[src/rtl/counter_arb_pkg.sv]
// Shared definitions for the counter arbiter slice.
//   state_t    : FSM encoding (IDLE, RUN)
//   DEF_WIDTH  : default counter/limit width
//   DEF_NREQ   : default number of requesters
package counter_arb_pkg;

  typedef enum logic {
    IDLE = 1'b0,
    RUN  = 1'b1
  } state_t;

  localparam int DEF_WIDTH = 8;
  localparam int DEF_NREQ  = 4;

endpackage

[src/rtl/counter_arbiter_rr_pick.sv]
// rr_pick: combinational round-robin selector.
//   req     in  NREQ : request vector
//   ptr     in  IDXW : highest-priority index for this search
//   win_oh  out NREQ : one-hot winner (zero if no request)
//   win_idx out IDXW : winner index (zero if no request)
//   valid   out 1    : at least one request present
module rr_pick
  import counter_arb_pkg::*;
#(
  parameter int NREQ = DEF_NREQ,
  parameter int IDXW = (NREQ > 1) ? $clog2(NREQ) : 1
) (
  input  logic [NREQ-1:0] req,
  input  logic [IDXW-1:0] ptr,
  output logic [NREQ-1:0] win_oh,
  output logic [IDXW-1:0] win_idx,
  output logic            valid
);

  int cand;

  // Walk the requesters starting at ptr, wrapping past NREQ-1; the first
  // set bit encountered wins.
  always_comb begin
    win_oh  = '0;
    win_idx = '0;
    valid   = 1'b0;
    cand    = 0;
    for (int i = 0; i < NREQ; i++) begin
      cand = int'(ptr) + i;
      if (cand >= NREQ) cand = cand - NREQ;
      if (!valid && req[cand]) begin
        valid        = 1'b1;
        win_oh[cand] = 1'b1;
        win_idx      = IDXW'(cand);
      end
    end
  end

endmodule

[src/rtl/counter_arbiter.sv]
// counter_arbiter: round-robin owner of a shared up-counter.
// A granted requester gets the counter for limit+1 cycles (count 0..lim),
// then receives a one-cycle done pulse.
//   clk    in  1          : clock, rising edge
//   rst_n  in  1          : synchronous active-low reset
//   req    in  NREQ       : request levels (hold until done, drop to cancel)
//   limit  in  NREQ*WIDTH : per-requester terminal count, slice i at i*WIDTH
//   gnt    out NREQ       : registered one-hot grant
//   done   out NREQ       : registered one-hot completion pulse
//   busy   out 1          : high while a grant is active
//   count  out WIDTH      : registered shared counter value
module counter_arbiter
  import counter_arb_pkg::*;
#(
  parameter int NREQ  = DEF_NREQ,
  parameter int WIDTH = DEF_WIDTH
) (
  input  logic                  clk,
  input  logic                  rst_n,
  input  logic [NREQ-1:0]       req,
  input  logic [NREQ*WIDTH-1:0] limit,
  output logic [NREQ-1:0]       gnt,
  output logic [NREQ-1:0]       done,
  output logic                  busy,
  output logic [WIDTH-1:0]      count
);

  localparam int IDXW = (NREQ > 1) ? $clog2(NREQ) : 1;

  state_t           state, state_n;
  logic [IDXW-1:0]  ptr, ptr_n;
  logic [IDXW-1:0]  gidx, gidx_n;
  logic [WIDTH-1:0] lim, lim_n;
  logic [NREQ-1:0]  gnt_n, done_n;
  logic             busy_n;
  logic [WIDTH-1:0] count_n;
  logic [IDXW-1:0]  ptr_after;

  logic [NREQ-1:0]  pick_oh;
  logic [IDXW-1:0]  pick_idx;
  logic             pick_valid;

  rr_pick #(
    .NREQ (NREQ),
    .IDXW (IDXW)
  ) u_pick (
    .req     (req),
    .ptr     (ptr),
    .win_oh  (pick_oh),
    .win_idx (pick_idx),
    .valid   (pick_valid)
  );

  // The requester just served drops to lowest priority.
  assign ptr_after = (gidx == IDXW'(NREQ - 1)) ? '0 : gidx + 1'b1;

  always_comb begin
    state_n = state;
    gnt_n   = '0;
    done_n  = '0;
    busy_n  = 1'b0;
    count_n = count;
    lim_n   = lim;
    ptr_n   = ptr;
    gidx_n  = gidx;
    case (state)
      IDLE: begin
        if (pick_valid) begin
          state_n = RUN;
          gnt_n   = pick_oh;
          busy_n  = 1'b1;
          count_n = '0;
          gidx_n  = pick_idx;
          for (int i = 0; i < NREQ; i++) begin
            if (pick_oh[i]) lim_n = limit[i*WIDTH +: WIDTH];
          end
        end
      end
      RUN: begin
        // gnt is one-hot, so masking req with it isolates the owner's level.
        if ((req & gnt) == '0) begin
          state_n = IDLE;
          ptr_n   = ptr_after;
        end else if (count == lim) begin
          state_n = IDLE;
          done_n  = gnt;
          ptr_n   = ptr_after;
        end else begin
          gnt_n   = gnt;
          busy_n  = 1'b1;
          count_n = count + 1'b1;
        end
      end
      default: state_n = IDLE;
    endcase
  end

  always_ff @(posedge clk) begin
    if (!rst_n) begin
      state <= IDLE;
      gnt   <= '0;
      done  <= '0;
      busy  <= 1'b0;
      count <= '0;
      ptr   <= '0;
      gidx  <= '0;
    end else begin
      state <= state_n;
      gnt   <= gnt_n;
      done  <= done_n;
      busy  <= busy_n;
      count <= count_n;
      ptr   <= ptr_n;
      gidx  <= gidx_n;
    end
  end

  // The latched limit is only consulted while gnt is set, so it needs no reset.
  always_ff @(posedge clk) begin
    lim <= lim_n;
  end

endmodule

[config.mk]
export PLATFORM = sky130hd
export DESIGN_NAME = counter_arbiter
export DESIGN_NICKNAME = d
export VERILOG_FILES = /design/src/rtl/counter_arb_pkg.sv /design/src/rtl/counter_arbiter_rr_pick.sv /design/src/rtl/counter_arbiter.sv
export SDC_FILE = /design/constraint.sdc
export NUM_CORES = 1
export LEC_CHECK = 0
export CORE_MARGIN = 5
export CORE_UTILIZATION = 50
export DETAILED_ROUTE_END_ITERATION = 12
export GPL_TIMING_DRIVEN = 0
export PLACE_DENSITY = 0.81
export SYNTH_ARGS = -nofsm -noshare
export SYNTH_HDL_FRONTEND = slang
export SYNTH_HIERARCHICAL = 1
export SYNTH_SLANG_ARGS = --single-unit
[constraint.sdc]
create_clock -name clk -period 7.3 [get_ports clk]
set_clock_uncertainty 0.2 [all_clocks]
set_input_delay 0.73 -clock clk [delete_from_list [all_inputs] [get_ports clk]]
set_output_delay 0.73 -clock clk [all_outputs]
set_load 0.02 [all_outputs]
==> results.ini, run 1 <==
[run_status]
status=complete, no violations

[timing]
min_period_ps=4143
tightest_slew_ps=574.0
hold_viol=0
slew_violations=0
relSlewSlack_pct=61.59
setup_viol=0
finalSetupTns_ps=0
rsz0062_at_grt=no
finalCritPeriodShare_pct=56.76
fmax_ghz=0.2413

[setup_path]
endpoint_kind=flip-flop
cp-start-kind=flip-flop
cp_slowest_stage_delay_ps=600
r2r-end=lim[0]
crit_fanout=11
r2r_start=ptr[1]
cpMaxStageDelayCell=dfxtp_1
worstPathRequired_ps=7020
crit_chain=inv_1 -> ha_1 -> mux4_2 -> buf_6 -> nor4b_4 -> a22oi_1 -> o21ai_0 -> clkbuf_1 -> buf_1 -> nor4_1 -> nor2_1
r2r_cells=11
cp_data_arrival_time_ps=3860
crit_type=flip-flop to flip-flop
r2r_setup_slack_ps=3160

[placed_design]
io_buffers=54
gp_congestion=0.9330
hpwlAfterDp_mm=3.865
placed_cell_area_um2=2582

[global_routing]
antenna_found_initial=0
grt-ovfl-total=0
grt_pass1_wl_mm=7.562
grt_max_degree=12
grt_pass1_vias=1690
track_usage_pct=18.30

[pwr]
max-vdd-ir-drop_uv=141.6
power_leakage_nw=0.9761
p_per_area_nw_per_um2=290.9

[die]
num_rows=22
pin_count=55
coreArea_um2=3744
fp.dieH_um=72.96
die_x_um=72.96
die-area_um2=5323
start_util_pct=52.94

[synthesis]
yosysSeqAreaShare_pct=33.33
syn-num-nets=270
synthArstFlopShare_pct=0
syn_area_um2=1982
synth_cell_types=49
ys_warn_count=6
synth_edf_count=8
avgSynthCellArea_um2=8.927
ys_ff_latch=29
ys.flop_type=dfxtp_1
syn_inst=222

[clock_tree]
tritoncts=built
clkTransAtPathRegs_ps=60
htreeDepth=2
cts_root_buf=clkbuf_8
cts_buffers=5
postCtsSetupBuffers=0
cts_num_sinks=29
ctsHoldBuffers=0
ctsResizeCount=0
clock_latency_ps=280
clockBufferDepth=2

[layout]
multi_input_area_um2=1227
seq_area_um2=660.6
diodes=0
area_growth_pct=35.92
drive_gt1_share_pct=8.099
stdcell_area_um2=2694
fill_cells=307
nets=331

[drt]
drcViolationCount=0
routedWlPerCell_um=14.79
antenna_left=0
routed_via_density=5.714
drt_iter0_markers=179
vias=1897
dr.pass1.iters=4
routed_wl_mm=4.910

[min_path]
hold_end=gidx[1]
whs_path_depth=2
min_from=gidx[1]
hold_class=flip-flop to flip-flop

[run]
maxCapViolations=0

[layout by cell type (no fill, tap or decap), types with 2 or more instances in the layout]
cell,n
nand3_1,7
mux2_2,2
nor4_1,3
nor3_1,2
nor2_1,19
edfxtp_1,8
clkdlybuf4s50_1,54
dfxtp_1,21
o31ai_1,4
mux2i_1,11
buf_6,2
a22oi_1,14
inv_1,6
nand3b_1,2
and2_1,4
buf_2,2
nand4_1,4
clkbuf_1,7
a31oi_1,2
mux4_1,3
o21ai_1,3
o211ai_1,2
clkbuf_8,6
and3_1,2
o21ai_0,13
and4_4,2
nand2b_1,2
xnor2_1,8
a21oi_1,13
nand2_1,25
ha_1,10
[power by group]
| group | internal [mW] | leakage [nW] | switching [mW] |
|---|---|---|---|
| Clock | 0.0973 | 0.0566 | 0.0592 |
| Sequential | 0.222 | 0.248 | 0.0290 |
| Combinational | 0.169 | 0.671 | 0.207 |
[kinds of logic (layout without fill, tap and decap cells)]
group | Yosys count | after routing | share of synthesized area, %
compound gates | 59 | 59 | 19.19
buf+inv | 19 | 81 | 4.734
xor+xnor | 8 | 8 | 3.535
flops | 29 | 29 | 33.33
mux | 17 | 17 | 11.81
simple gates | 80 | 80 | 21.09
fa+ha+maj | 10 | 10 | 6.313
[state kept, by name (all words and copies together), names as in the netlist]
name and cells:
lim 8, ptr 2, done 4, gnt 4, gidx 2, count 8, state 1
[stage by stage]
stage / std cells / setup slack, ps / power [mW] / hold slack, ps / util [%]
2_1_floorplan: 222 / 3787 / 0.5299 / 240.0 / -
6_report: 332 / 3157 / 0.7835 / 288.4 / 71.96
5_1_grt: 332 / 2946 / 0.8330 / 300.6 / 71.96
3_3_place_gp: 324 / 2945 / 0.6201 / 250.7 / 68.98
4_1_cts: 332 / 3167 / 0.7854 / 287.5 / 71.96
3_5_place_dp: 324 / 2914 / 0.6280 / 278.6 / 68.98
[worst max-delay path: cells and delay by family, from the launching register on]
family          cells  cell delay [ps]
buf+inv             4             1080
simple gates        3              940
flops               1              600
fa+ha+maj           1              420
mux                 1              340
compound gates      2              200
[synthesized netlist by cell type (all sizes together), types with 7 or more instances]
| library cell | number | area share [%] |
|---|---|---|
| mux2i | 11 | 5.6 |
| a22oi | 14 | 5.3 |
| nor2 | 19 | 3.6 |
| edfxtp | 8 | 12 |
| ha | 10 | 6.3 |
| xnor2 | 8 | 3.5 |
| a21oi | 13 | 3.3 |
| clkbuf | 7 | 1.4 |
| dfxtp | 21 | 21 |
| nand2 | 25 | 4.7 |
| nand3 | 7 | 1.8 |
| o21ai | 17 | 4.5 |
[area by class of cell]
class                           instances  area share [%]
Buffer                                 13           2.647
Clock buffer                            8           4.134
Inverter                                6          0.8360
Multi-Input combinational cell        174           45.56
Sequential cell                        29           24.52
Tap cell                               48           2.229
Timing Repair Buffer                   54           20.07
[worst max-delay path by stage]
| stage | start | end | slack, ps | depth (start not counted) |
|---|---|---|---|---|
| floorplan | ptr[0] | lim[0] | 3790 | 12 |
| global placement | req[2] | lim[0] | 2950 | 9 |
| detailed placement | req[2] | lim[3] | 2910 | 9 |
| CTS | ptr[1] | lim[2] | 3170 | 11 |
| global route | ptr[1] | lim[2] | 2950 | 11 |
| finish | ptr[1] | lim[0] | 3160 | 11 |
[per-layer routing]
metal | part of all wire, % | vias to the layer above | track usage [%] | wire [um]
met2 | 46 | 108 | 29.86 | 2250
met3 | 12 | 10 | 6.612 | 571
met4 | 1.5 | 0 | 7.787 | 76
met1 | 41 | 836 | 21.59 | 2011
li1 | - | 943 | - | -
met5 | 0 | - | 0 | 0
Note: power is estimated with default switching activity, not from simulation.
==> run 2, diff against run 1 <==
Settings changed: CORE_UTILIZATION 50 to 44, PLACE_DENSITY 0.81 to 0.75.
Clock period 7.3 ns to 3.6 ns, I/O delays scaled along.
==> run 2 against run 1 <==
Effect of this change:
- final area grew 1.8%
- global-route usage shrank 1.6 points
- utilization shrank 9.0 points
- via count grew 0.95%
- maximum frequency grew 20%
- critical endpoint is now lim[1]
==> results.ini, run 2 (synthesis gave the netlist of run 1 again) <==
[run_status]
status=complete, no violations

[timing]
slew_violations=0  ; unchanged
relSlewSlack_pct=67.58  ; +6.0 points
tightest_slew_ps=486.2  ; -87.78 ps
finalCritPeriodShare_pct=95.98  ; +39 points
setup_viol=0  ; unchanged
fmax_ghz=0.2894  ; +20%
min_period_ps=3455  ; -688.3 ps
hold_viol=0  ; unchanged

[run]
maxCapViolations=0  ; unchanged

[layout]
nets=334  ; +0.91%
area_growth_pct=38.38
stdcell_area_um2=2743  ; +1.8%
diodes=0  ; unchanged
stdcell_count=339  ; +2.1%
layout_common_cells=54 x clkdlybuf4s50_1, 25 x nand2_1, 19 x dfxtp_1
mostFrequentLayoutCell=clkdlybuf4s50_1
drive_gt1_share_pct=10.80  ; +2.7 points
reg_top3=count x8, lim x8
fill_cells=373  ; +21%

[setup_path]
crit_start=ptr[0]
r2r_start=ptr[0]
crit_fanout=10  ; -1
r2r_cells=13  ; +2
worstPathRequired_ps=3410  ; -3610 ps
cp-start-kind=flip-flop
endpoint_kind=flip-flop
cp_data_arrival_time_ps=3260  ; -600 ps
crit_type=flip-flop to flip-flop

[pwr]
max-vdd-ir-drop_uv=292.3  ; +110%
p_per_area_nw_per_um2=603.8  ; +110%
power_leakage_nw=0.9997  ; +2.4%

[placed_design]
io_buffers=54  ; unchanged
placed_cell_area_um2=2587  ; +0.19%
dp.cells=328  ; +1.2%
hpwlAfterDp_mm=3.833  ; -0.81%
gp_congestion=0.8449  ; -9.4%

[die]
die_x_um=77.12  ; +5.7%
num_rows=24  ; +9.1%
pin_count=55  ; unchanged
coreArea_um2=4354  ; +16%
die-area_um2=5947  ; +12%
start_util_pct=45.52  ; -7.4 points
fp.dieH_um=77.12  ; +5.7%

[global_routing]
grt_pass1_vias=1835  ; +8.6%
grt_pass1_wl_mm=8.169  ; +8.0%
grt-ovfl-total=0  ; unchanged
track_usage_pct=16.68  ; -1.6 points
grt_max_degree=12  ; unchanged
antenna_found_initial=0  ; unchanged

[drt]
drcViolationCount=0  ; unchanged
dr.pass1.iters=4  ; unchanged
routedWlPerCell_um=14.81  ; +0.13%
antenna_left=0  ; unchanged
routed_via_density=5.649  ; -1.1%
drt_iter0_markers=198  ; +11%
routed_wl_mm=5.020  ; +2.2%
vias=1915  ; +0.95%

[clock_tree]
cts_root_buf=clkbuf_8
clock_latency_ps=280  ; about the same
cts_num_sinks=29  ; unchanged
ctsHoldBuffers=0  ; unchanged
tritoncts=built
htreeDepth=2  ; unchanged
cts_buffers=5  ; unchanged
clockBufferDepth=2  ; unchanged
clkTransAtPathRegs_ps=60  ; about the same

[min_path]
whs_path_depth=2  ; unchanged
hold_class=flip-flop to flip-flop
min_from=gidx[1]

-- run 2: area by class of cell --
class                           instances  area [um^2]  share of cell area [%]
Buffer                                 13        76.32                   2.783
Clock buffer                            5        68.82                   2.509
Clock inverter                          3        41.29                   1.505
Inverter                                6        22.52                  0.8212
Multi-Input combinational cell        174         1230                   44.84
Sequential cell                        29        663.1                   24.18
Tap cell                               52        65.06                   2.372
Timing Repair Buffer                   57        575.6                   20.99
-- run 2: worst paths after layout --
kind	endpoint	slack, ps
max	lim[1]	140
min	gidx[1]	270
max reg2reg	lim[1]	140
min reg2reg	gidx[1]	270
-- run 2: per-stage QoR --
| step | hold slack [ps] | power, mW | TNS (ps) | worst slack (ps) | utilization (%) |
|---|---|---|---|---|---|
| 6_report | 266.0 | 1.656 | 0 | 144.8 | 62.99 |
| 5_1_grt | 293.0 | 1.777 | -3.249 | -0.6717 | 62.99 |
| 4_1_cts | 266.6 | 1.654 | 0 | 86.71 | 62.59 |
| 3_5_place_dp | 257.6 | 1.276 | -4390 | -539.5 | 59.43 |
| 3_3_place_gp | 250.6 | 1.259 | -3450 | -431.4 | 59.43 |
| 2_1_floorplan | 240.0 | 1.074 | 0 | 87.42 | - |
-- run 2: layer usage --
metal / track usage, % / wire, um / part of all wire [%]
met2: 27.84 / 2355 / 47
met5: 0 / 0 / 0
met4: 7.560 / 118 / 2.4
met1: 19.29 / 2067 / 41
met3: 5.386 / 479 / 9.5
-- run 2: where the power goes --
part	total [mW]	leakage (nW)	switching [mW]	internal [mW]
clock network	0.328	0.0518	0.125	0.203
logic	0.819	0.699	0.432	0.387
registers	0.510	0.249	0.0579	0.452
-- run 2: what timing repair did --
item                                    in CTS  in global routing
buffers inserted                             1                  2
resized for setup                            5                  2
pin swaps                                    1                  1
gates cloned                                 0                  0
endpoints found under the setup margin      15                 15
-- run 2: critical path: stages (launching register included) --
cell and delay, ps:
dfxtp_2 420, buf_6 170, inv_1 100, ha_1 380
mux4_2 330, buf_6 160, nor4b_4 330, a22oi_1 120
o21ai_0 120, clkbuf_4 230, buf_2 220, nor4_1 90
nor2_2 170, buf_12 140
